===== config.mk =====
export PLATFORM = sky130hd
export DESIGN_NAME = demux1to2_buf
export DESIGN_NICKNAME = d
export VERILOG_FILES = /design/src/rtl/demux1to2_buf_pkg.sv /design/src/rtl/demux1to2_buf_fifo2.sv /design/src/rtl/demux1to2_buf.sv
export SDC_FILE = /design/constraint.sdc
export NUM_CORES = 1
export LEC_CHECK = 0
export CAP_MARGIN = 20
export CORE_MARGIN = 2
export CORE_UTILIZATION = 25
export CTS_BUF_LIST = sky130_fd_sc_hd__clkbuf_4
export DETAILED_ROUTE_END_ITERATION = 16
export MAX_ROUTING_LAYER = met4
export RECOVER_POWER = 50
export SKIP_LAST_GASP = 1
export SYNTH_ARGS = -nofsm -noshare
export SYNTH_HDL_FRONTEND = slang
export SYNTH_SLANG_ARGS = --single-unit
export TNS_END_PERCENT = 30

===== constraint.sdc =====
create_clock -name clk -period 2.1 [get_ports clk]
set_input_delay 0.42 -clock clk [delete_from_list [all_inputs] [get_ports clk]]
set_output_delay 0.42 -clock clk [all_outputs]
set_load 0.02 [all_outputs]

===== src/rtl/demux1to2_buf_pkg.sv =====
// Shared constants for the buffered 1-to-2 demultiplexer: widths, buffer depth,
// occupancy encodings and destination select codes.
package demux1to2_buf_pkg;

    localparam int DATA_WIDTH = 32;
    localparam int BUF_DEPTH  = 2;
    localparam int COUNT_W    = 8;

    localparam logic SEL_OUT0 = 1'b0;
    localparam logic SEL_OUT1 = 1'b1;

    typedef enum logic [1:0] {
        EMPTY = 2'd0,
        ONE   = 2'd1,
        FULL  = 2'd2
    } occ_e;

    function automatic logic [COUNT_W-1:0] count_next(input logic [COUNT_W-1:0] c);
        return c + COUNT_W'(1);
    endfunction

endpackage


===== src/rtl/demux1to2_buf_fifo2.sv =====
// Two-entry FIFO with an explicit EMPTY/ONE/FULL occupancy state machine;
// one instance backs each demultiplexer output.
module demux_fifo2
    import demux1to2_buf_pkg::*;
#(
    parameter int WIDTH = DATA_WIDTH,
    parameter int DEPTH = BUF_DEPTH
) (
    input  logic             clk,
    input  logic             reset,
    input  logic             push,
    input  logic [WIDTH-1:0] wdata,
    input  logic             pop,
    output logic [WIDTH-1:0] head,
    output logic             full,
    output logic             empty
);

    occ_e             state;
    occ_e             state_next;
    logic             rd_ptr;
    logic             wr_ptr;
    logic [WIDTH-1:0] mem [DEPTH];
    logic             do_push;
    logic             do_pop;

    // Guarding here keeps the occupancy state legal even if a caller misbehaves.
    assign do_push = push && (state != FULL);
    assign do_pop  = pop  && (state != EMPTY);

    assign head  = mem[rd_ptr];
    assign full  = (state == FULL);
    assign empty = (state == EMPTY);

    always_ff @(posedge clk) begin
        if (reset) begin
            state  <= EMPTY;
            rd_ptr <= 1'b0;
            wr_ptr <= 1'b0;
            for (int i = 0; i < DEPTH; i++) begin
                mem[i] <= '0;
            end
        end else begin
            state <= state_next;
            if (do_push) begin
                mem[wr_ptr] <= wdata;
                wr_ptr      <= wr_ptr + 1'b1;
            end
            if (do_pop) begin
                rd_ptr <= rd_ptr + 1'b1;
            end
        end
    end

    // Push and pop together in ONE leaves occupancy unchanged; the pointers
    // advance so the newly written word becomes head.
    always_comb begin
        state_next = state;
        case (state)
            EMPTY: begin
                if (do_push) state_next = ONE;
            end
            ONE: begin
                if (do_push && !do_pop)      state_next = FULL;
                else if (do_pop && !do_push) state_next = EMPTY;
            end
            FULL: begin
                if (do_pop) state_next = ONE;
            end
            default: state_next = EMPTY;
        endcase
    end

endmodule


===== src/rtl/demux1to2_buf.sv =====
// Buffered 1-to-2 demultiplexer: routes each accepted word to one of two
// independent 2-entry FIFOs and counts words accepted per destination.
module demux1to2_buf
    import demux1to2_buf_pkg::*;
#(
    parameter int WIDTH = DATA_WIDTH,
    parameter int DEPTH = BUF_DEPTH
) (
    input  logic               clk,
    input  logic               reset,
    input  logic [WIDTH-1:0]   in_data,
    input  logic               in_sel,
    input  logic               in_valid,
    output logic               in_ready,
    output logic [WIDTH-1:0]   out0_data,
    output logic               out0_valid,
    input  logic               out0_ready,
    output logic [WIDTH-1:0]   out1_data,
    output logic               out1_valid,
    input  logic               out1_ready,
    output logic [COUNT_W-1:0] out0_count,
    output logic [COUNT_W-1:0] out1_count
);

    logic full0;
    logic full1;
    logic empty0;
    logic empty1;
    logic push0;
    logic push1;
    logic pop0;
    logic pop1;

    // Readiness looks only at registered full flags, so a same-cycle pop on a
    // full buffer never opens a slot for the incoming word.
    assign in_ready = (in_sel == SEL_OUT1) ? !full1 : !full0;

    assign push0 = in_valid && (in_sel == SEL_OUT0) && !full0;
    assign push1 = in_valid && (in_sel == SEL_OUT1) && !full1;

    assign out0_valid = !empty0;
    assign out1_valid = !empty1;
    assign pop0       = out0_valid && out0_ready;
    assign pop1       = out1_valid && out1_ready;

    demux_fifo2 #(
        .WIDTH (WIDTH),
        .DEPTH (DEPTH)
    ) u_fifo0 (
        .clk   (clk),
        .reset (reset),
        .push  (push0),
        .wdata (in_data),
        .pop   (pop0),
        .head  (out0_data),
        .full  (full0),
        .empty (empty0)
    );

    demux_fifo2 #(
        .WIDTH (WIDTH),
        .DEPTH (DEPTH)
    ) u_fifo1 (
        .clk   (clk),
        .reset (reset),
        .push  (push1),
        .wdata (in_data),
        .pop   (pop1),
        .head  (out1_data),
        .full  (full1),
        .empty (empty1)
    );

    always_ff @(posedge clk) begin
        if (reset) begin
            out0_count <= '0;
            out1_count <= '0;
        end else begin
            if (push0) out0_count <= count_next(out0_count);
            if (push1) out1_count <= count_next(out1_count);
        end
    end

endmodule

# --- Word-level counts from Yosys, hierarchy flattened ---
# Memories as Yosys holds them, arrays and structs flattened. A register that Yosys moved wholly into a read port is not among the register bits.
# Index checks and enable logic that the tools add are counted.
classes:
  n_addsub: 6
  n_eq_ne: 12
  n_mux: 29
  bitwise: 1
  n_reduce_logical: 30
op_table:
  columns: ["cell", "n"]
  rows:
  - ["$mux W32", 2]
  - ["$reduce_or A32 Y1", 2]
  - ["$mux W1", 17]
  - ["$add A8 B1 Y8 const B", 2]
  - ["$mux W2", 8]
  - ["$logic_and A1 B1 Y1", 14]
  - ["$pmux W2 S3", 2]
  - ["$logic_not A1 Y1", 8]
  - ["$ne A2 B1 Y1 const B", 4]
  - ["$ne A3 B1 Y1 const B", 2]
  - ["$reduce_and A3 Y1", 2]
  - ["$add A1 B1 Y1 const B", 4]
  - ["$eq A2 B1 Y1 const B", 2]
  - ["$eq A2 B2 Y1 const B", 2]
  - ["$logic_not A2 Y1", 2]
  - ["$ne A2 B2 Y1 const B", 2]
  - ["$reduce_bool A2 Y1", 2]
  - ["$not A1 Y1", 1]
word_totals:
  register_bits: 24
  mem_bits_rw: 128
  inputBits: 38
  n_memories: 2
memory_table:
  columns: ["memory", "words", "width", "read_ports", "rd_clocked_by_memory_dff", "write_ports", "line_no", "text"]
  rows:
  - ["u_fifo0.mem", 2, 32, 1, 1, 2, "demux1to2_buf_fifo2.sv:23", "logic [WIDTH-1:0] mem [DEPTH];"]
  - ["u_fifo1.mem", 2, 32, 1, 1, 2, "demux1to2_buf_fifo2.sv:23", null]

# --- Depth between registers and ports, before layout ---
# Gate-level depths: netlist of the first run.
depth:
  ltp_word: 9
  mapped_depth: 6
  depth_no_buf: 5

# --- By module ---
# Synthesis of the first run repeated with hierarchy kept, for this count alone.
hier_totals:
  hier_cells: 553
  area_unflattened_um2: 6854.1
modules_own_cells:
  columns: ["module", "instances", "cells_per_inst", "area_each_um2"]
  rows:
  - ["demux_fifo2 (u_fifo0)", 1, 235, 3057.9]
  - ["demux_fifo2 (u_fifo1)", 1, 233, 3044.2]
  - ["demux1to2_buf", 1, 85, 752.0]

# --- Worst setup path before layout of the first run ---
# OpenSTA, ideal clock, no wires.
synth_path:
  kind: "register -> register"
  startpoint: "register u_fifo0.state[1]"
  endpoint: "memory u_fifo0.mem[1][0] in the netlist's numbering (enable)"
  setup_ns: 0.390
  arrival_time_ns: 1.684
  t_required_ns: 1.710
  path_slack_ns: 0.026
  stages_incl_launch_ff: 6
  path_buffers: 1
  period_less_slack_ns: 2.074
  cell_sequence: "dfxtp_1 > nor2b_2 > buf_6 > nor2_2 > and3_4 > or2_1"
synth_lines:
  columns: ["item", "line_no", "text"]
  rows:
  - ["from (decl)", "demux1to2_buf_fifo2.sv:19", "occ_e state;"]
  - ["from (signal assigned)", "demux1to2_buf_fifo2.sv:44", "state <= state_next;"]
  - ["to (decl)", "demux1to2_buf_fifo2.sv:23", null]

==> out/results.txt, run 1 <==
Run status - finished with violations
Violations in the final reports - negative setup slack
Worst R2R Start - u_fifo0.state[1]
Footprint of the multi-input gates - 0.00223 mm^2
Final TNS setup - -2.98 ns
End point of the worst hold path - out1_count[7]
Distinct cells, synth - 43
Number of remaining DRC errors - 0
Worst hold start - out1_count[7]
Layout Skew - 0.0220 ns
PwrDens - 724 mW/mm^2
Critical setup path kind - reg2out
Fraction of final layout cells sized beyond drive strength 1 - 0.289
Part of the power in combinational logic - 0.147
Sw Ratio - 0.258
Endpoint of the worst register-to-register path - u_fifo0.mem[1][28]
Share of the synthesized area in compound gates (AO/OA/AOI/OAI) - 0.00956
Signal arrival time at the worst endpoint - 1.77 ns
Count of synthesis-stage warnings from yosys - 0
Hold-fix buffers, CTS - 0
Leakage Power - 3.40 nW
GP Congestion - 0.731
Data required time of the worst path - 1.68 ns
Total length of routed wires - 15500 um
Number of maximum-capacitance constraint violations - 0
Vias after detailed routing - 4140
Clock Path Buffers - 2
Total of buffers placed on input and output ports - 120
Fraction of synthesized area in multiplexers - 0.115
Cell chain of the critical path - buf_12, mux2_2, dlygate4sd2_1
Area added between synthesis and finish - 30.0%
Post-synthesis share of cell area spent on xor and xnor gates - 0.0206
Worst vdd ir - 0.000288 V
H-Tree Depth - 4
Via count of the first global-routing pass - 4267
Kind of end point of the critical path - primary output
FILL cells - 2644
Post-route design area - 0.00884 mm^2
Cell type with the largest total area after synthesis - sky130_fd_sc_hd__edfxtp_1
Commonest register cell after synthesis - sky130_fd_sc_hd__edfxtp_1
Area of placed instances - 0.00862 mm^2
Count of nets left with antenna violations after detail routing - 0
Largest incremental delay on the critical path - 0.39 ns
Hold Path Stages - 2
Final-report setup violation count - 54
Setup slack of the critical path after layout - -0.0873 ns
Unrepaired setup endpoints after global routing - yes
Critical-path top delay cell - sky130_fd_sc_hd__dfxtp_4
Share of synthesized registers carrying an async set or reset - 0
Main combinational cell family by area after synthesis - simple AND/OR/NAND/NOR gates
Syn_nets - 524
Max-slew headroom - 0.595
Period Utilization, post-route - 1.04
Number of cells on the worst reg-to-reg path - 5
Fin util - 0.330
Antenna violations before repair - 1
Residual overflow from global routing - 0
Total of flip-flops plus latches after synthesis - 154
Post-synthesis share of cell area spent on full adders, half adders and majority gates - 0.00368
Detail-routed via count per cell - 4.17
Maximum number of pins on one net before global-route repair - 33
Final layout net count - 678
Sequential power share - 0.550
Width of the die - 169 um
Die area - 0.0285 mm^2
Post-synthesis cell area - 0.00680 mm^2
Register-to-register setup slack - 0.36 ns
Die Height - 169 um
Count of flip-flops with a built-in enable after synthesis - 128
I/O pin count - 121
Clock tree from TritonCTS - done
Number of hold-slack violations in the final timing report - 0
Slew Viols, Final - 0
Clock group share of total power - 0.303
Core footprint - 0.0268 mm^2
Critical path fanouts, max - 15
Number of core rows - 60
Time the final worst path needs with I/O delays and setup - 2.19 ns
Clock insertion delay at the later pin of the skew report - 0.55 ns
Number of buffers created by CTS - 17
Worst Setup Start Kind - flop
First-pass iteration count of the detailed router - 5
FF/Latch Area - 0.00437 mm^2
Most common cell after layout, fill and taps aside - sky130_fd_sc_hd__edfxtp_1
Clock slew at reported path FFs - 0.13 ns
Most frequent cells in the layout - sky130_fd_sc_hd__edfxtp_1 (128), sky130_fd_sc_hd__and2_1 (115), sky130_fd_sc_hd__mux2_2 (61)
Overall global routing resource usage - 0.117
Clock tree root driver cell - sky130_fd_sc_hd__clkbuf_4
Post-synth top area share - 0.565
Wirelength per Cell - 15.6 um
Most area-consuming cells after synthesis - sky130_fd_sc_hd__edfxtp_1 (57%), sky130_fd_sc_hd__and2_1 (12%), sky130_fd_sc_hd__mux2_2 (10%), sky130_fd_sc_hd__dfxtp_1 (7.7%), sky130_fd_sc_hd__nor2_1 (1.2%)
Synthesized netlist cell count - 484
Total half-perimeter wirelength after legalization and detailed placement - 10300 um
Detailed Route Iter0 Violations - 194
Pin slew with the least headroom to its limit - 0.608 ns
Wire length of the first global-routing pass - 23900 um
Class of the tightest hold or removal check - reg2reg
Mean area per synthesized cell - 14.1 um^2
Maximum clock frequency - 0.457 GHz
Internal power summed over all cells - 4.75 mW
Synth Area in Simple Gates - 0.181
Switching pwr - 1.65 mW
Starting density of the core - 0.254
Clk sinks - 154
Post-synthesis sequential area ratio - 0.642
[how the worst max path moves through the flow]
stage	slack, ns	to	cells past startpoint	startpoint
after floorplan	0.03	u_fifo0.mem[1][0]	5	u_fifo0.state[1]
after global placement	-0.09	in_ready	3	in_sel
after detailed placement	-0.09	in_ready	3	in_sel
after CTS	-0.19	out1_data[23]	3	flop
after global routing	-0.20	out1_data[21]	3	flop
final	-0.09	out0_data[24]	3	flop
[layout make-up]
class / instances / share of cell area
antenna: 1 / 0.000283
clock buffer: 18 / 0.0153
multi-input combinational: 299 / 0.252
clock inverter: 14 / 0.0191
sequential: 154 / 0.494
timing repair buffer: 164 / 0.170
tap: 341 / 0.0483
inverter: 2 / 0.000849
[metal layers]
layer	vias to the layer above	routed length, um	track usage
li1	2011	-	-
met1	2035	7010	0.139
met2	87	7720	0.197
met3	7	617	0.0292
met4	0	119	0.0292
met5	-	0	-
[worst max-delay path: cells and delay by family, from the launching register on]
family   cells  cell delay [ns]
buf+inv      2             0.48
flops        1             0.39
mux          1             0.36
[sequential cells by signal, indices dropped and copies added, names as in the netlist, named ones only]
signal and cells:
u_fifo0.mem 64, u_fifo1.mem 64, out0_count 8, out1_count 8, u_fifo0.state 2, u_fifo1.state 2
u_fifo0.rd_ptr 1, u_fifo0.wr_ptr 1, u_fifo1.rd_ptr 1, u_fifo1.wr_ptr 1
[metrics by stage]
step / hold WS, ns / std cells / worst slack [ns] / power (mW)
final: 0.498 / 993 / -0.0873 / 6.40
after global routing: 0.518 / 993 / -0.201 / 6.65
after CTS: 0.482 / 977 / -0.188 / 6.48
after detailed placement: 0.479 / 942 / -0.0933 / 4.62
after global placement: 0.470 / 942 / -0.0930 / 4.61
after floorplan: 0.472 / 484 / 0.0255 / 4.08
[cell families after synthesis]
family | Yosys count
AOI/OAI and AO/OA | 10
xor gates and xnor gates | 16
adders and majority gates | 2
buffers and inverters | 31
DFF | 154
muxes | 70
and+or+nand+nor | 201
[Yosys cell counts (3+ instances only)]
cell type / count
sky130_fd_sc_hd__a21oi_1: 3
sky130_fd_sc_hd__and2_1: 130
sky130_fd_sc_hd__and2b_1: 3
sky130_fd_sc_hd__buf_2: 16
sky130_fd_sc_hd__buf_6: 7
sky130_fd_sc_hd__clkbuf_1: 5
sky130_fd_sc_hd__dfxtp_1: 26
sky130_fd_sc_hd__edfxtp_1: 128
sky130_fd_sc_hd__mux2_1: 4
sky130_fd_sc_hd__mux2_2: 61
sky130_fd_sc_hd__mux2i_1: 5
sky130_fd_sc_hd__nand2_1: 5
sky130_fd_sc_hd__nand2b_1: 3
sky130_fd_sc_hd__nand3_1: 4
sky130_fd_sc_hd__nand4_1: 7
sky130_fd_sc_hd__nor2_1: 22
sky130_fd_sc_hd__nor2_2: 3
sky130_fd_sc_hd__or2_2: 4
sky130_fd_sc_hd__xnor2_1: 8
sky130_fd_sc_hd__xor2_1: 8
[power groups by stage]
stage / Clock (mW) / Combinational (mW) / Sequential, mW
3_5_place_dp: 0 / 1.03 / 3.59
3_3_place_gp: 0 / 1.02 / 3.58
2_1_floorplan: 0 / 0.499 / 3.58
5_1_grt: 2.11 / 1.01 / 3.54
4_1_cts: 2.01 / 0.956 / 3.52
6_report: 1.94 / 0.938 / 3.52
[repair_timing]
item / in CTS / in global routing
setup buffers: 3 / 14
endpoints found under the setup margin: 74 / 78
resized for setup: 115 / 50
cloned: 0 / 1
Power figures use the tool's default switching activity.
==> run 2: changes to the inputs <==
Settings changed: CORE_MARGIN 2 to default.
==> out/results.txt, run 2 (synthesis results as in run 1) <==
Run status - finished with violations (unchanged)
Violations in the final reports - negative setup slack (unchanged)
Area added between synthesis and finish - 30.9% (was 30.0%)
Total length of routed wires - 16500 um (was 15500 um)
Worst vdd ir - 0.000255 V (was 0.000288 V)
Total of buffers placed on input and output ports - 120 (unchanged)
Overall global routing resource usage - 0.128 (was 0.117)
Number of core rows - 60 (unchanged)
Registers with the most flip-flops - u_fifo0.mem x64, u_fifo1.mem x64 (unchanged)
Final-report setup violation count - 34 (was 54)
Residual overflow from global routing - 0 (unchanged)
Period Utilization, post-route - 1.03 (was 1.04)
Detailed Route Iter0 Violations - 154 (was 194)
Antenna violations before repair - 1 (unchanged)
Kind of end point of the critical path - primary output (unchanged)
Leakage Power - 3.43 nW (was 3.40 nW)
Clock slew at reported path FFs - 0.13 ns (about the same)
Core footprint - 0.0268 mm^2 (unchanged)
Wire length of the first global-routing pass - 25500 um (was 23900 um)
Most frequent cells in the layout - sky130_fd_sc_hd__edfxtp_1 (128), sky130_fd_sc_hd__and2_1 (108), sky130_fd_sc_hd__clkdlybuf4s50_1 (52) (was sky130_fd_sc_hd__edfxtp_1 (128), sky130_fd_sc_hd__and2_1 (115), sky130_fd_sc_hd__mux2_2 (61))
FILL cells - 2690 (was 2644)
Post-Place Worst Slack - -0.299 ns (was -0.0933 ns)
Layout Skew - 0.0213 ns (was 0.0220 ns)
Fraction of final layout cells sized beyond drive strength 1 - 0.326 (was 0.289)
H-Tree Depth - 4 (unchanged)
Critical path fanouts, max - 11 (was 15)
Width of the die - 167 um (was 169 um)
Signal arrival time at the worst endpoint - 1.75 ns (was 1.77 ns)
Hold-fix buffers, CTS - 0 (unchanged)
Unrepaired setup endpoints after global routing - yes (unchanged)
Via count of the first global-routing pass - 4309 (was 4267)
Die area - 0.0279 mm^2 (was 0.0285 mm^2)
Pin slew with the least headroom to its limit - 0.852 ns (was 0.608 ns)
Final layout net count - 675 (was 678)
Die Height - 167 um (was 169 um)
Total half-perimeter wirelength after legalization and detailed placement - 9930 um (was 10300 um)
Detail-routed via count per cell - 4.19 (was 4.17)
First-pass iteration count of the detailed router - 4 (was 5)
Class of the tightest hold or removal check - reg2reg (unchanged)
Data required time of the worst path - 1.68 ns (about the same)
Time the final worst path needs with I/O delays and setup - 2.17 ns (was 2.19 ns)
Number of hold-slack violations in the final timing report - 0 (unchanged)
Critical setup path kind - reg2out (unchanged)
Count of nets left with antenna violations after detail routing - 0 (unchanged)
Most common cell after layout, fill and taps aside - sky130_fd_sc_hd__edfxtp_1 (unchanged)
Setup slack of the critical path after layout - -0.0689 ns (was -0.0873 ns)
Vias after detailed routing - 4159 (was 4140)
Final TNS setup - -1.40 ns (was -2.98 ns)
Maximum clock frequency - 0.461 GHz (was 0.457 GHz)
Number of remaining DRC errors - 0 (unchanged)
Clk sinks - 154 (unchanged)
GP Congestion - 0.723 (was 0.731)
Clock tree from TritonCTS - done (unchanged)
Clock tree root driver cell - sky130_fd_sc_hd__clkbuf_4 (unchanged)
Clock insertion delay at the later pin of the skew report - 0.55 ns (about the same)
Max-slew headroom - 0.430 (was 0.595)
Worst Setup Start Kind - flop (unchanged)
PwrDens - 725 mW/mm^2 (was 724 mW/mm^2)
Wirelength per Cell - 16.7 um (was 15.6 um)
Fin util - 0.332 (was 0.330)
Number of maximum-capacitance constraint violations - 0 (unchanged)
Number of buffers created by CTS - 17 (unchanged)
Slew Viols, Final - 0 (unchanged)
I/O pin count - 121 (unchanged)
Starting density of the core - 0.254 (unchanged)
Clock Path Buffers - 2 (unchanged)
Maximum number of pins on one net before global-route repair - 33 (unchanged)
## run 2: area by class of cell
| cell class | count | area, um^2 | area share |
|---|---|---|---|
| repair buffers | 161 | 1490 | 0.167 |
| well taps | 341 | 427 | 0.0479 |
| multi-input cells | 299 | 2320 | 0.260 |
| inverters | 2 | 7.51 | 0.000843 |
| clock buffers | 17 | 128 | 0.0143 |
| flip-flops and latches | 154 | 4370 | 0.491 |
| diodes | 3 | 7.51 | 0.000843 |
| clock inverters | 15 | 164 | 0.0184 |
## run 2: what timing repair did
| item | in CTS | in global routing |
|---|---|---|
| endpoints found under the setup margin | 76 | 80 |
| gates cloned | 4 | 1 |
| setup buffers | 9 | 4 |
| resized for setup | 257 | 70 |
## run 2: final timing paths
path / start / to / slack [ns] / cells past startpoint
worst min-delay path: u_fifo1.state[0] / u_fifo1.state[0] / 0.48 / 1
worst min register to register: u_fifo1.state[0] / u_fifo1.state[0] / 0.48 / 1
worst max-delay path: flop / out0_data[31] / -0.07 / 3
worst max register to register: u_fifo0.state[1] / u_fifo0.mem[1][19] / 0.18 / 5
## run 2: critical path, stage by stage, from the launching register on
cell and delay [ns]:
sky130_fd_sc_hd__dfxtp_4 0.41, sky130_fd_sc_hd__bufbuf_16 0.29, sky130_fd_sc_hd__mux2_2 0.35, sky130_fd_sc_hd__buf_2 0.16
## run 2: metal layers
layer  up-vias  share of wire  GRT usage
met2        88           0.50      0.211
li1       2004              -          -
met4         0          0.013     0.0423
met1      2053           0.45      0.157
met3        14          0.035     0.0261
met5         -              0          -
## run 2: power breakdown
part	internal (mW)	leakage (nW)	switching, mW
sequential	3.47	1.55	0.0572
combinational	0.498	1.73	0.523
clock	0.729	0.148	1.18
total	4.70	3.43	1.76
## run 2: stage by stage
stage | hold slack [ns] | cell area [um^2] | power (mW) | cells
2_1_floorplan | 0.472 | 6800 | 4.08 | 484
3_3_place_gp | 0.475 | 8560 | 4.59 | 941
3_5_place_dp | 0.486 | 8560 | 4.60 | 941
4_1_cts | 0.458 | 9030 | 6.59 | 986
5_1_grt | 0.494 | 8910 | 6.76 | 992
6_report | 0.483 | 8910 | 6.46 | 992
==> run 3: changes to the inputs <==
Clock period 2.1 ns to 2.65 ns, I/O delays scaled along.
==> out/results.txt, run 3 (synthesis results as in run 1) <==
Width of the die - 167 um (unchanged)
Vias after detailed routing - 4097 (was 4159)
Antenna violations before repair - 1 (unchanged)
Clock Path Buffers - 2 (unchanged)
Via count of the first global-routing pass - 4286 (was 4309)
Class of the tightest hold or removal check - reg2reg (unchanged)
H-Tree Depth - 4 (unchanged)
Critical setup path kind - reg2out (unchanged)
I/O pin count - 121 (unchanged)
Signal arrival time at the worst endpoint - 2.01 ns (was 1.75 ns)
Total length of routed wires - 15600 um (was 16500 um)
Residual overflow from global routing - 0 (unchanged)
Largest incremental delay on the critical path - 0.55 ns (was 0.41 ns)
Layout Skew - 0.0302 ns (was 0.0213 ns)
Maximum clock frequency - 0.393 GHz
Total of buffers placed on input and output ports - 120 (unchanged)
FF/Latch Area - 0.00437 mm^2 (about the same)
Met1 wire length - 6980 um (was 7420 um)
Detail-routed via count per cell - 4.22 (was 4.19)
CP top delay family - buffers and inverters (unchanged)
Slew Viols, Final - 0 (unchanged)
Post-Place Worst Slack - 0.0723 ns (was -0.299 ns)
Unrepaired setup endpoints after global routing - yes (unchanged)
Number of hold-slack violations in the final timing report - 0 (unchanged)
Critical-path top delay cell - sky130_fd_sc_hd__clkdlybuf4s50_1 (was sky130_fd_sc_hd__dfxtp_4)
PwrDens - 603 mW/mm^2 (was 725 mW/mm^2)
Hold-fix buffers, CTS - 0 (unchanged)
Number of core rows - 60 (unchanged)
Setup slack of the critical path after layout - 0.107 ns (was -0.0689 ns)
Most frequent cells in the layout - sky130_fd_sc_hd__edfxtp_1 (128), sky130_fd_sc_hd__clkdlybuf4s50_1 (103), sky130_fd_sc_hd__and2_1 (97) (was sky130_fd_sc_hd__edfxtp_1 (128), sky130_fd_sc_hd__and2_1 (108), sky130_fd_sc_hd__clkdlybuf4s50_1 (52))
GP Congestion - 0.733 (was 0.723)
Worst R2R Start - u_fifo1.state[0] (was u_fifo0.state[1])
Number of maximum-capacitance constraint violations - 0 (unchanged)
Clock tree root driver cell - sky130_fd_sc_hd__clkbuf_4 (unchanged)
Starting density of the core - 0.254 (unchanged)
Number of remaining DRC errors - 0 (unchanged)
Detailed Route Iter0 Violations - 153 (was 154)
Maximum number of pins on one net before global-route repair - 33 (unchanged)
Clk sinks - 154 (unchanged)
Cell chain of the critical path - buf_12, mux2_2, clkdlybuf4s50_1 (was bufbuf_16, mux2_2, buf_2)
Worst Setup Start Kind - flop (unchanged)
Uppermost layer routed - met4 (unchanged)
Run status - complete, no violations (was finished with violations)
FILL cells - 2694 (was 2690)
Count of nets left with antenna violations after detail routing - 0 (unchanged)
Data required time of the worst path - 2.12 ns (was 1.68 ns)
Clock tree from TritonCTS - done (unchanged)
Time the final worst path needs with I/O delays and setup - 2.54 ns
Worst vdd ir - 0.000316 V (was 0.000255 V)
Critical path fanouts, max - 18 (was 11)
Final TNS setup - 0 ns (was -1.40 ns)
Leakage Power - 3.28 nW (was 3.43 nW)
Routed length on met3 - 665 um (was 584 um)
Period Utilization, post-route - 0.960
Clock insertion delay at the later pin of the skew report - 0.54 ns (was 0.55 ns)
Total number of cells along the worst setup path - 3 (unchanged)
Most common cell after layout, fill and taps aside - sky130_fd_sc_hd__edfxtp_1 (unchanged)
Fraction of final layout cells sized beyond drive strength 1 - 0.193 (was 0.326)
Registers with the most flip-flops - u_fifo0.mem x64, u_fifo1.mem x64 (unchanged)
Final layout net count - 654 (was 675)
Wire length of the first global-routing pass - 24400 um (was 25500 um)
Number of cells on the worst reg-to-reg path - 6 (was 5)
Wirelength per Cell - 16.1 um (was 16.7 um)
First-pass iteration count of the detailed router - 4 (unchanged)
Post-Route Hold Slack - 0.505 ns (was 0.483 ns)
Footprint of the multi-input gates - 0.00222 mm^2 (was 0.00232 mm^2)
Pin slew with the least headroom to its limit - 0.844 ns (was 0.852 ns)
Core footprint - 0.0268 mm^2 (unchanged)
Total half-perimeter wirelength after legalization and detailed placement - 9960 um (was 9930 um)
Hold Path Stages - 2 (was 1)
Clock slew at reported path FFs - 0.13 ns (about the same)
Sum of met2 wire segment lengths after detailed routing - 7810 um (was 8320 um)
Overall global routing resource usage - 0.121 (was 0.128)
Die area - 0.0279 mm^2 (unchanged)
Count of buffering cells on the critical path with inverters included - 2 (unchanged)
Kind of end point of the critical path - primary output (unchanged)
Area added between synthesis and finish - 28.6% (was 30.9%)
Max-slew headroom - 0.436 (was 0.430)
Worst hold start - out1_count[7] (was u_fifo1.state[0])
Number of buffers created by CTS - 17 (unchanged)
Die Height - 167 um (unchanged)
Final-report setup violation count - 0 (was 34)
run 3: cell count changes in the layout (fill, tap and decap cells not counted), sizes merged:
cell,before,now
dlygate4sd2,1,7
clkdlybuf4s50,52,103
clkinv,3,5
clkbuf,49,32
inv,8,3
clkinvlp,4,0
buf,73,9
bufbuf,1,0
dlymetal6s2s,1,9
bufinv,2,5
run 3: what timing repair did:
item                                    in CTS  in global routing
gates resized for setup                     10                 11
setup buffers                                1                  0
endpoints found under the hold margin        0                  0
gates cloned                                 0                  0
endpoints found under the setup margin      51                 36
run 3: power by group:
group | switching, mW | total, mW | internal, mW
combinational | 0.386 | 0.743 | 0.357
sequential | 0.0399 | 2.79 | 2.75
clock | 0.853 | 1.75 | 0.892
total | 1.28 | 5.28 | 4.00
run 3: layout make-up:
class | instances | share of cell area
timing repair buffer | 140 | 0.156
inverter | 2 | 0.000858
clock buffer | 21 | 0.0180
clock inverter | 11 | 0.0225
multi-input combinational | 299 | 0.254
sequential | 154 | 0.499
antenna | 3 | 0.000858
tap | 341 | 0.0488
run 3: tightest hold or removal path, delay by kind of cell, from the launching register on:
family | cells | cell delay (ns)
AOI/OAI and AO/OA | 2 | 0.13
DFF | 1 | 0.34
run 3: stage by stage:
stage           util  cell area [um^2]  std cells  power (mW)
3_3_place_gp   0.315              8440        935        3.62
5_1_grt        0.326              8750        971        5.50
3_5_place_dp   0.315              8440        935        3.63
6_report       0.326              8750        971        5.28
4_1_cts        0.328              8800        968        5.38
2_1_floorplan      -              6800        484        3.23
run 3: layer usage:
| metal | global-route usage | up-vias |
|---|---|---|
| met5 | - | - |
| met4 | 0.0358 | 0 |
| met3 | 0.0266 | 6 |
| met2 | 0.202 | 91 |
| met1 | 0.145 | 2034 |
| li1 | - | 1966 |
run 3: path summary, 6_finish.rpt:
path	to	slack, ns
hold reg to reg	out1_count[7]	0.50
hold / removal	out1_count[7]	0.50
setup / recovery	out1_data[1]	0.11
setup reg to reg	u_fifo1.mem[1][1]	0.31
